--- src/rtl/vga_pkg.sv ---
// Shared VGA adapter constants, sequencer state encoding and colour names.
// The on_screen helper decides whether a wrapped coordinate is visible.
package vga_pkg;

    localparam int X_W      = 8;
    localparam int Y_W      = 7;
    localparam int COLOUR_W = 3;
    localparam int SCREEN_W = 160;
    localparam int SCREEN_H = 120;

    typedef enum logic [1:0] {
        IDLE = 2'd0,
        DRAW = 2'd1,
        DONE = 2'd2
    } state_t;

    localparam logic [COLOUR_W-1:0] BLACK = 3'b000;
    localparam logic [COLOUR_W-1:0] WHITE = 3'b111;

    function automatic logic on_screen(input logic [X_W-1:0] x, input logic [Y_W-1:0] y);
        return (int'(x) < SCREEN_W) && (int'(y) < SCREEN_H);
    endfunction

endpackage

--- src/rtl/rect_fill_ctrl_if.sv ---
// Command handshake plus VGA plot port of the rectangle-fill sequencer.
// master drives commands and watches pixels; slave is the sequencer.
interface rect_fill_ctrl_if;
    import vga_pkg::*;

    logic                cmd_valid;
    logic                cmd_ready;
    logic [X_W-1:0]      cmd_x;
    logic [Y_W-1:0]      cmd_y;
    logic [X_W-1:0]      cmd_w;
    logic [Y_W-1:0]      cmd_h;
    logic [COLOUR_W-1:0] cmd_colour;
    logic [X_W-1:0]      vga_x;
    logic [Y_W-1:0]      vga_y;
    logic [COLOUR_W-1:0] vga_colour;
    logic                vga_plot;
    logic                busy;
    logic                done;

    modport master (
        output cmd_valid, cmd_x, cmd_y, cmd_w, cmd_h, cmd_colour,
        input  cmd_ready, vga_x, vga_y, vga_colour, vga_plot, busy, done
    );

    modport slave (
        input  cmd_valid, cmd_x, cmd_y, cmd_w, cmd_h, cmd_colour,
        output cmd_ready, vga_x, vga_y, vga_colour, vga_plot, busy, done
    );

endinterface

--- src/rtl/rect_scan_counter.sv ---
// Row-major col/row counter for a w x h sweep; exposes next-cycle position for
// registered address generation and flags the last pixel of the rectangle.
module rect_scan_counter
    import vga_pkg::*;
(
    input  logic           clock,
    input  logic           reset,
    input  logic           load_i,
    input  logic           en_i,
    input  logic [X_W-1:0] w_i,
    input  logic [Y_W-1:0] h_i,
    output logic [X_W-1:0] col_nxt_o,
    output logic [Y_W-1:0] row_nxt_o,
    output logic           last_o
);

    logic [X_W-1:0] col_q, col_d, w_q, w_d;
    logic [Y_W-1:0] row_q, row_d, h_q, h_d;
    logic           col_wrap;

    assign col_wrap = (col_q == w_q - X_W'(1));

    always_comb begin
        col_d = col_q;
        row_d = row_q;
        w_d   = w_q;
        h_d   = h_q;
        if (load_i) begin
            col_d = '0;
            row_d = '0;
            w_d   = w_i;
            h_d   = h_i;
        end else if (en_i) begin
            if (col_wrap) begin
                col_d = '0;
                row_d = row_q + Y_W'(1);
            end else begin
                col_d = col_q + X_W'(1);
            end
        end
    end

    always_ff @(posedge clock) begin
        if (reset) begin
            col_q <= '0;
            row_q <= '0;
            w_q   <= '0;
            h_q   <= '0;
        end else begin
            col_q <= col_d;
            row_q <= row_d;
            w_q   <= w_d;
            h_q   <= h_d;
        end
    end

    assign col_nxt_o = col_d;
    assign row_nxt_o = row_d;
    assign last_o    = col_wrap && (row_q == h_q - Y_W'(1));

endmodule

--- src/rtl/rect_fill_ctrl.sv ---
// Rectangle-fill sequencer: one pixel per clock, row-major; DRAW_CLIP_EN masks off-screen plots.
// First plot the cycle after accept; cmd_ready only in IDLE, so commands wait through DRAW/DONE.
module rect_fill_ctrl
    import vga_pkg::*;
(
    input  logic           clock,
    input  logic           reset,
    rect_fill_ctrl_if.slave bus
);

    state_t              state_q, state_d;
    logic [X_W-1:0]      x0_q, x0_d;
    logic [Y_W-1:0]      y0_q, y0_d;
    logic [X_W-1:0]      vga_x_q, vga_x_d;
    logic [Y_W-1:0]      vga_y_q, vga_y_d;
    logic [COLOUR_W-1:0] vga_colour_q, vga_colour_d;
    logic                vga_plot_q, vga_plot_d;
    logic                plot_pix;

    logic           cnt_load, cnt_en, cnt_last;
    logic [X_W-1:0] col_nxt;
    logic [Y_W-1:0] row_nxt;

    // Kept outside the comb block so the counter's next-value path is not a loop.
    assign cnt_load = (state_q == IDLE) && bus.cmd_valid;
    assign cnt_en   = (state_q == DRAW) && !cnt_last;

    rect_scan_counter u_scan (
        .clock     (clock),
        .reset     (reset),
        .load_i    (cnt_load),
        .en_i      (cnt_en),
        .w_i       (bus.cmd_w),
        .h_i       (bus.cmd_h),
        .col_nxt_o (col_nxt),
        .row_nxt_o (row_nxt),
        .last_o    (cnt_last)
    );

    always_comb begin
        state_d      = state_q;
        x0_d         = x0_q;
        y0_d         = y0_q;
        vga_x_d      = vga_x_q;
        vga_y_d      = vga_y_q;
        vga_colour_d = vga_colour_q;
        plot_pix     = 1'b0;
        case (state_q)
            IDLE: begin
                if (bus.cmd_valid) begin
                    x0_d         = bus.cmd_x;
                    y0_d         = bus.cmd_y;
                    vga_x_d      = bus.cmd_x;
                    vga_y_d      = bus.cmd_y;
                    vga_colour_d = bus.cmd_colour;
                    if ((bus.cmd_w != '0) && (bus.cmd_h != '0)) begin
                        state_d  = DRAW;
                        plot_pix = 1'b1;
                    end else begin
                        state_d  = DONE;
                    end
                end
            end
            DRAW: begin
                if (cnt_last) begin
                    state_d = DONE;
                end else begin
                    vga_x_d  = x0_q + col_nxt;
                    vga_y_d  = y0_q + row_nxt;
                    plot_pix = 1'b1;
                end
            end
            DONE:    state_d = IDLE;
            default: state_d = IDLE;
        endcase
`ifdef DRAW_CLIP_EN
        vga_plot_d = plot_pix && on_screen(vga_x_d, vga_y_d);
`else
        vga_plot_d = plot_pix;
`endif
    end

    always_ff @(posedge clock) begin
        if (reset) begin
            state_q      <= IDLE;
            x0_q         <= '0;
            y0_q         <= '0;
            vga_x_q      <= '0;
            vga_y_q      <= '0;
            vga_colour_q <= BLACK;
            vga_plot_q   <= 1'b0;
        end else begin
            state_q      <= state_d;
            x0_q         <= x0_d;
            y0_q         <= y0_d;
            vga_x_q      <= vga_x_d;
            vga_y_q      <= vga_y_d;
            vga_colour_q <= vga_colour_d;
            vga_plot_q   <= vga_plot_d;
        end
    end

    assign bus.cmd_ready  = (state_q == IDLE);
    assign bus.busy       = (state_q != IDLE);
    assign bus.done       = (state_q == DONE);
    assign bus.vga_x      = vga_x_q;
    assign bus.vga_y      = vga_y_q;
    assign bus.vga_colour = vga_colour_q;
    assign bus.vga_plot   = vga_plot_q;

endmodule

--- src/flat_wrapper.sv ---
// flat-port wrapper written by rule: the top's interface ports become plain ports
module rect_fill_ctrl_flat import vga_pkg::*;
  (clock, reset, bus_cmd_valid, bus_cmd_x, bus_cmd_y, bus_cmd_w, bus_cmd_h, bus_cmd_colour, bus_cmd_ready, bus_vga_x, bus_vga_y, bus_vga_colour, bus_vga_plot, bus_busy, bus_done);
  rect_fill_ctrl_if bus_i ();
  input  logic clock;
  input  logic reset;
  input wire logic [$bits(bus_i.cmd_valid)-1:0] bus_cmd_valid;
  input wire logic [$bits(bus_i.cmd_x)-1:0] bus_cmd_x;
  input wire logic [$bits(bus_i.cmd_y)-1:0] bus_cmd_y;
  input wire logic [$bits(bus_i.cmd_w)-1:0] bus_cmd_w;
  input wire logic [$bits(bus_i.cmd_h)-1:0] bus_cmd_h;
  input wire logic [$bits(bus_i.cmd_colour)-1:0] bus_cmd_colour;
  output wire logic [$bits(bus_i.cmd_ready)-1:0] bus_cmd_ready;
  output wire logic [$bits(bus_i.vga_x)-1:0] bus_vga_x;
  output wire logic [$bits(bus_i.vga_y)-1:0] bus_vga_y;
  output wire logic [$bits(bus_i.vga_colour)-1:0] bus_vga_colour;
  output wire logic [$bits(bus_i.vga_plot)-1:0] bus_vga_plot;
  output wire logic [$bits(bus_i.busy)-1:0] bus_busy;
  output wire logic [$bits(bus_i.done)-1:0] bus_done;
  assign bus_i.cmd_valid = bus_cmd_valid;
  assign bus_i.cmd_x = bus_cmd_x;
  assign bus_i.cmd_y = bus_cmd_y;
  assign bus_i.cmd_w = bus_cmd_w;
  assign bus_i.cmd_h = bus_cmd_h;
  assign bus_i.cmd_colour = bus_cmd_colour;
  assign bus_cmd_ready = bus_i.cmd_ready;
  assign bus_vga_x = bus_i.vga_x;
  assign bus_vga_y = bus_i.vga_y;
  assign bus_vga_colour = bus_i.vga_colour;
  assign bus_vga_plot = bus_i.vga_plot;
  assign bus_busy = bus_i.busy;
  assign bus_done = bus_i.done;
  rect_fill_ctrl u_core (.clock(clock), .reset(reset), .bus(bus_i));
endmodule
--- config.mk ---
export PLATFORM = sky130hd
export DESIGN_NAME = rect_fill_ctrl_flat
export DESIGN_NICKNAME = d
export VERILOG_FILES = /design/src/rtl/vga_pkg.sv /design/src/rtl/rect_fill_ctrl_if.sv /design/src/rtl/rect_scan_counter.sv /design/src/rtl/rect_fill_ctrl.sv /design/src/flat_wrapper.sv
export SDC_FILE = /design/constraint.sdc
export NUM_CORES = 1
export LEC_CHECK = 0
export BUFFER_PORTS_ARGS = -buffer_cell sky130_fd_sc_hd__buf_4
export CAP_MARGIN = 20
export CORE_MARGIN = 1
export CORE_UTILIZATION = 55
export CTS_BUF_LIST = sky130_fd_sc_hd__clkbuf_8
export DETAILED_ROUTE_END_ITERATION = 10
export PLACE_DENSITY_LB_ADDON = 0.05
export SYNTH_ARGS = -nofsm -noshare
export SYNTH_HDL_FRONTEND = slang
export SYNTH_SLANG_ARGS = --single-unit
--- constraint.sdc ---
create_clock -name clock -period 4.8 [get_ports clock]
set_input_delay 0.96 -clock clock [delete_from_list [all_inputs] [get_ports clock]]
set_output_delay 0.96 -clock clock [all_outputs]
set_load 0.03 [all_outputs]
[Yosys cells after proc, flatten, opt, wreduce, memory -nomap -nowiden]
Cells that the tools add are included.
Operators by class
  add/sub/neg operators: 6
  eq/ne operators: 7
  muxes and demuxes: 20
  reductions and logical operators: 13
Operators by type and width (number)
  $mux 8: 5
  $mux 7: 5
  $pmux 8 s2: 1
  $pmux 7 s2: 1
  $add 8x1->8 const B: 1
  $add 8x8->8: 1
  $eq 8x8->1: 1
  $reduce_bool 8->1: 1
  $sub 8x1->8 const B: 1
  $add 7x1->7 const B: 1
  $add 7x7->7: 1
  $eq 7x7->1: 1
  $reduce_bool 7->1: 1
  $sub 7x1->7 const B: 1
  $mux 2: 3
  $logic_and 1x1->1: 4
  $ne 2x2->1 const B: 2
  $pmux 2 s2: 1
  $reduce_and 2->1: 2
  $reduce_bool 2->1: 2
  $mux 1: 3
  $reduce_and 3->1: 1
  $eq 2x1->1 const B: 1
  $eq 2x2->1 const B: 1
  4 further kinds: 4
Word-level totals
  register bits: 66
  bits of input ports: 36
  output and inout port bits: 22

[Longest topological paths before layout]
  depth in word-level cells: 10
  mapped depth: 21
  gate-level depth less buffers: 20

[Hierarchy]
Synthesis repeated with hierarchy kept, for this count alone.
Unflattened totals
  cells, all modules: 468
  area, all modules: 3784.9 µm²
By module, submodules not included
  rect_fill_ctrl: times used 1, cells each 252, area each 1986.9 µm²
  rect_scan_counter: times used 1, cells each 216, area each 1798.0 µm²

[Least setup slack after synthesis]
Ideal clock, no wire load.
  kind: register -> register
  start point: register u_core.u_scan.h_q[0]
  end point: register u_core.vga_x_q[7] (netlist: u_core.bus.vga_x[7])
  setup time: 0.092 ns
  arrival time: 4.015 ns
  path slack: 0.693 ns
  cell stages (with the launch flop): 19
  path buffers: 0
  period minus slack after synthesis: 4.107 ns
  cells stage by stage: dfxtp_1 > inv_1 > ha_1 > o21ba_2 > a221oi_1 > a41oi_1 > nor3_1 > a21oi_2 > mux2i_1 > nor2_1 > ha_1 > a21o_1 > a21oi_1 > o21bai_1 > a2111oi_0 > nor3_1 > xnor2_1 > o211a_1 > o32ai_1
On the way
  cells in the longest elaborated chain, start to end: 10
Ends and longest elaborated chain
  start, declared: line rect_scan_counter.sv:18  | logic [Y_W-1:0] row_q, row_d, h_q, h_d;
  start signal, assigned: line rect_scan_counter.sv:48  | h_q <= '0;
  start signal, assigned: line rect_scan_counter.sv:53  | h_q <= h_d;
  $sub 7x1->7: line rect_scan_counter.sv:59  | assign last_o = col_wrap && (row_q == h_q - Y_W'(1));
  $eq 7x7->1: line rect_scan_counter.sv:59
  $logic_and 1x1->1: line rect_scan_counter.sv:59
  $logic_not 1->1: line rect_fill_ctrl.sv:26  | assign cnt_en = (state_q == DRAW) && !cnt_last;
  $logic_and 1x1->1: line rect_fill_ctrl.sv:26
  $mux 8: line rect_scan_counter.sv:33  | end else if (en_i) begin
  $mux 8: line rect_scan_counter.sv:28  | if (load_i) begin
  net u_core.col_nxt[1]: line rect_fill_ctrl.sv:21  | logic [X_W-1:0] col_nxt;
  $add 8x8->8: line rect_fill_ctrl.sv:68  | vga_x_d = x0_q + col_nxt;
  $mux 8: line rect_fill_ctrl.sv:65  | if (cnt_last) begin
  $pmux 8 s2: line rect_fill_ctrl.sv:48  | case (state_q)
  end signal, assigned: line rect_fill_ctrl.sv:96  | vga_x_q <= vga_x_d;
  end, declared: line rect_fill_ctrl.sv:14  | logic [X_W-1:0] vga_x_q, vga_x_d;
The timed path passes the listed nets, and every way through them passes these cells. The select of a mux whose other input is x is not followed.
A chain may end at the register's enable or synchronous reset.

[Final worst setup path]
  start point: register u_core.u_scan.w_q[2]
  end point: register u_core.vga_y_q[6] (netlist: u_core.bus.vga_y[6])
On the way
  cells in the longest elaborated chain, start to end: 10
Ends and longest elaborated chain
  start, declared: line rect_scan_counter.sv:17  | logic [X_W-1:0] col_q, col_d, w_q, w_d;
  start signal, assigned: line rect_scan_counter.sv:52  | w_q <= w_d;
  $sub 8x1->8 (*): line rect_scan_counter.sv:21  | assign col_wrap = (col_q == w_q - X_W'(1));
  $eq 8x8->1 (*): line rect_scan_counter.sv:21
  $logic_and 1x1->1: line rect_scan_counter.sv:59
  $logic_not 1->1: line rect_fill_ctrl.sv:26
  $logic_and 1x1->1: line rect_fill_ctrl.sv:26
  $mux 7 (*): line rect_scan_counter.sv:33
  $mux 7 (*): line rect_scan_counter.sv:28
  net u_core.row_nxt[0]: line rect_fill_ctrl.sv:22  | logic [Y_W-1:0] row_nxt;
  $add 7x7->7 (*): line rect_fill_ctrl.sv:69  | vga_y_d = y0_q + row_nxt;
  $mux 7 (*): line rect_fill_ctrl.sv:65
  $pmux 7 s2 (*): line rect_fill_ctrl.sv:48
  end signal, assigned: line rect_fill_ctrl.sv:97  | vga_y_q <= vga_y_d;
  end, declared: line rect_fill_ctrl.sv:15  | logic [Y_W-1:0] vga_y_q, vga_y_d;
Mark *: on every way through the listed nets, which the timed path passes. The rest lies on a longest branch. The select of a mux whose other input is x is not followed.

==> results.md <==
- Setup CP Type: register to register
- Peak supply drop: between 0.0002 and 0.00025 V
- Post-Syn Instances: around 450
- Starting DRT DRC Count: 165
- Minimum clock period: 4.317 ns
- Synthesized cell area: 0.003603 mm²
- Crit start category: register
- Pleak: 1.832 nW
- Max Buffers Root-to-Sink: 2
- Htree depth: 3
- Total of max-cap violations: 0
- Die area: between 0.006 and 0.007 mm²
- Worst-Margin Slew: between 0.9 and 1 ns
- Initial antenna violation count: 0
- Die Ht: 82.94 µm
- Setup TNS: 0 ns
- Placed Area: between 0.004 and 0.005 mm²
- Largest net degree at the start of global routing: 68
- Wire per inst: around 15 µm
- Final Setup Violations: 0
- Busiest grt layer: met2
- # clock sinks: between 60 and 70
- WP data arrival: 4.56 ns
- Ratio of cells with drive above 1 in the final layout: around 17%
- Power density cells: roughly 350 mW/mm²
- Area Overhead vs Synth: 20.59%
- Count of cell types in the netlist: 50
- DRT antenna net count: 0
- Hold Crit Class: register to register
- # DRC: 0
- Crit. End Element: register
- Core Footprint: between 0.006 and 0.007 mm²
- I/O pins: 58
- Root buffer cell: clkbuf_8
- Global Route Usage Sum: between 20% and 30%
- Final #Nets: around 560
- Slowest-stage cell, CP: nor3_2
- Synthesized net count: roughly 510
- F_max: 0.2316 GHz
- Ys flop type: dfxtp_1
- Top cell type's share of synthesized area: between 30% and 40%
- Post-detail-place hpwl: about 5.8 mm
- Met2 global-route usage: between 40% and 50%
- First-pass GRT wire length: between 10 and 15 mm
- Total inserted antenna cells: 0
- DR pass1 iterations: 4
- Top-count cell post-synth: nand2_1
- Outcome: finished clean
- Tot Pwr: ~1.5 mW
- CP required: just over 5 ns
- Avg Synthesized Cell Area: 7.955 µm²
- Most frequent cells after synthesis: nand2_1, dfxtp_1, a21oi_1
- Cell area after layout: approximately 0.0043 mm²
- Asr flop ratio synth: 0%
- Period utilisation layout: between 80 and 90%
- Number of flops mapped to enable cells by yosys: 0
- Largest stage delay, worst path: 0.45 ns
- Worst skew pair latency: between 0.3 and 0.4 ns
- Unrepaired setup endpoints after global routing: no
- Row count: 29
- Yosys warnings: 0
- Initial Utilization: between 50% and 60%
- Number of port buffers: 57
- Max Slew Vio Count: 0
- Number of buffers created by CTS: 9
- Vias per inst: approximately 5.6
- Sequential element share of the synthesized area: between 30% and 40%
- Synth area leader: dfxtp_1
- Number of global-route vias before repair: 3,220
- Hold-fix buffers, CTS: 0
- GPL Wtd Cong: between 0.8 and 0.9
- Final hold vios: 0
- Worst path cell trace: or3_4 -> o31a_1 -> nor4_1 -> o2111ai_1 -> nor3_2 -> xnor2_1 -> nor2_1 -> ha_1 -> fa_1 -> a21o_1 -> a21oi_1 -> o21bai_1 -> a21oi_1 -> xnor2_1 -> nand2_1 -> o22ai_1 -> a2111oi_2
- Fin Clk Skew: a little under 0.009 ns
- Total number of vias: between 3,000 and 4,000
- GRT Residual Overflow: 0
- CTS tree: yes
- Die W: roughly 83 µm
- Hold WS: about 0.46 ns
- M1 GR Usage: 35.33%
- Post-cts resize count: 0
- GRT met3 Usage: 4.374%
- Crit Path Max Fanout: 7
- Synth Register Bits: between 60 and 70
- Setup Fix Bufs, Post-CTS: 0
- Relative slew margins: about two fifths
- Reg clk slew, reported paths: 0.08 ns
- WL final: 8.497 mm
- Ranking of synthesized cells by area: dfxtp_1, nand2_1, a21oi_1, xnor2_1, ha_1
critical path: cells and delay by family, from the launching register on:
family                   cells  cell delay (ns)
XOR/XNOR                     2             0.30
AO/OA/AOI/OAI                8             1.57
flip-flops                   1             0.37
AND/OR/NAND/NOR              5             1.35
adder cells (fa/ha/maj)      2             0.63
final timing paths:
check | cells after the start | slack [ns] | endpoint | from
worst max-delay path | 17 | 0.48 | u_core.bus.vga_y[6]$_SDFFE_PP0P_ | u_core.u_scan.w_q[2]$_SDFFE_PP0P_
worst min-delay path | 2 | 0.46 | u_core.bus.vga_colour[0]$_SDFFE_PP0P_ | u_core.bus.vga_colour[0]$_SDFFE_PP0P_
worst max register to register | 17 | 0.48 | u_core.bus.vga_y[6]$_SDFFE_PP0P_ | u_core.u_scan.w_q[2]$_SDFFE_PP0P_
worst min register to register | 2 | 0.46 | u_core.bus.vga_colour[0]$_SDFFE_PP0P_ | u_core.bus.vga_colour[0]$_SDFFE_PP0P_
per-layer routing:
| metal | wire [µm] | part of all wire (%) |
|---|---|---|
| met4 | 172 | 2.0 |
| met1 | 4039 | 48 |
| met2 | 3878 | 46 |
| met5 | 0 | 0 |
| met3 | 406 | 4.8 |
sequential cells by signal, indices dropped and copies added (netlist names):
name	cells
u_core.y0_q	7
u_core.bus.vga_x	8
u_core.x0_q	8
u_core.bus.vga_plot	1
u_core.u_scan.h_q	7
u_core.bus.vga_colour	3
u_core.u_scan.row_q	7
u_core.bus.vga_y	7
u_core.u_scan.w_q	8
u_core.u_scan.col_q	8
u_core.state_q	2
metrics by stage:
step                utilization, %  setup slack, ns  cells
detailed placement           64.47           0.4948    570
global placement             64.47           0.6106    570
CTS                          68.43           0.4676    586
global route                 68.43          0.05674    586
finish                       68.43           0.4827    586
floorplan                        -           0.6932    453
placed cells by master (no fill, tap or decap), types with 2 or more instances in the layout:
cell type,instances
a211oi_1,8
a21o_1,4
a21oi_1,49
a311oi_1,4
and2_1,2
and3_1,2
and4_1,2
buf_4,64
bufinv_16,3
clkbuf_8,11
clkinv_2,2
dfxtp_1,66
fa_1,2
ha_1,17
inv_1,14
mux2i_1,4
nand2_1,84
nand2b_1,3
nand3_1,5
nand4_1,4
nor2_1,43
nor2b_1,5
nor3_1,27
nor4_1,6
nor4b_1,2
o2111ai_1,2
o211a_1,2
o21a_1,2
o21ai_0,3
o21bai_1,4
o31ai_1,2
or4_1,2
xnor2_1,27
xor2_1,14
power by group:
group / leakage [nW] / switching [mW] / internal [mW]
Combinational: 1.16 / 0.195 / 0.129
Sequential: 0.541 / 0.0302 / 0.588
Clock: 0.129 / 0.220 / 0.372
cells by family after synthesis:
kind of cell | count (synthesis) | synth area share (%)
xor+xnor | 41 | 9.965
fa+ha+maj | 19 | 7.014
buf+inv | 38 | 4.062
compound gates | 94 | 17.40
simple gates | 191 | 23.78
flops | 66 | 36.67
mux | 4 | 1.111
area by class of cell:
class / instances / area [µm²]
well taps: 77 / 96.34
fillers: 549 / 2004
inverters: 14 / 52.55
multi-input cells: 349 / 2143
repair buffers: 64 / 480.5
clock inverters: 5 / 100.1
flip-flops and latches: 66 / 1321
clock buffers: 11 / 151.4
(Power assumes the default switching activity.)
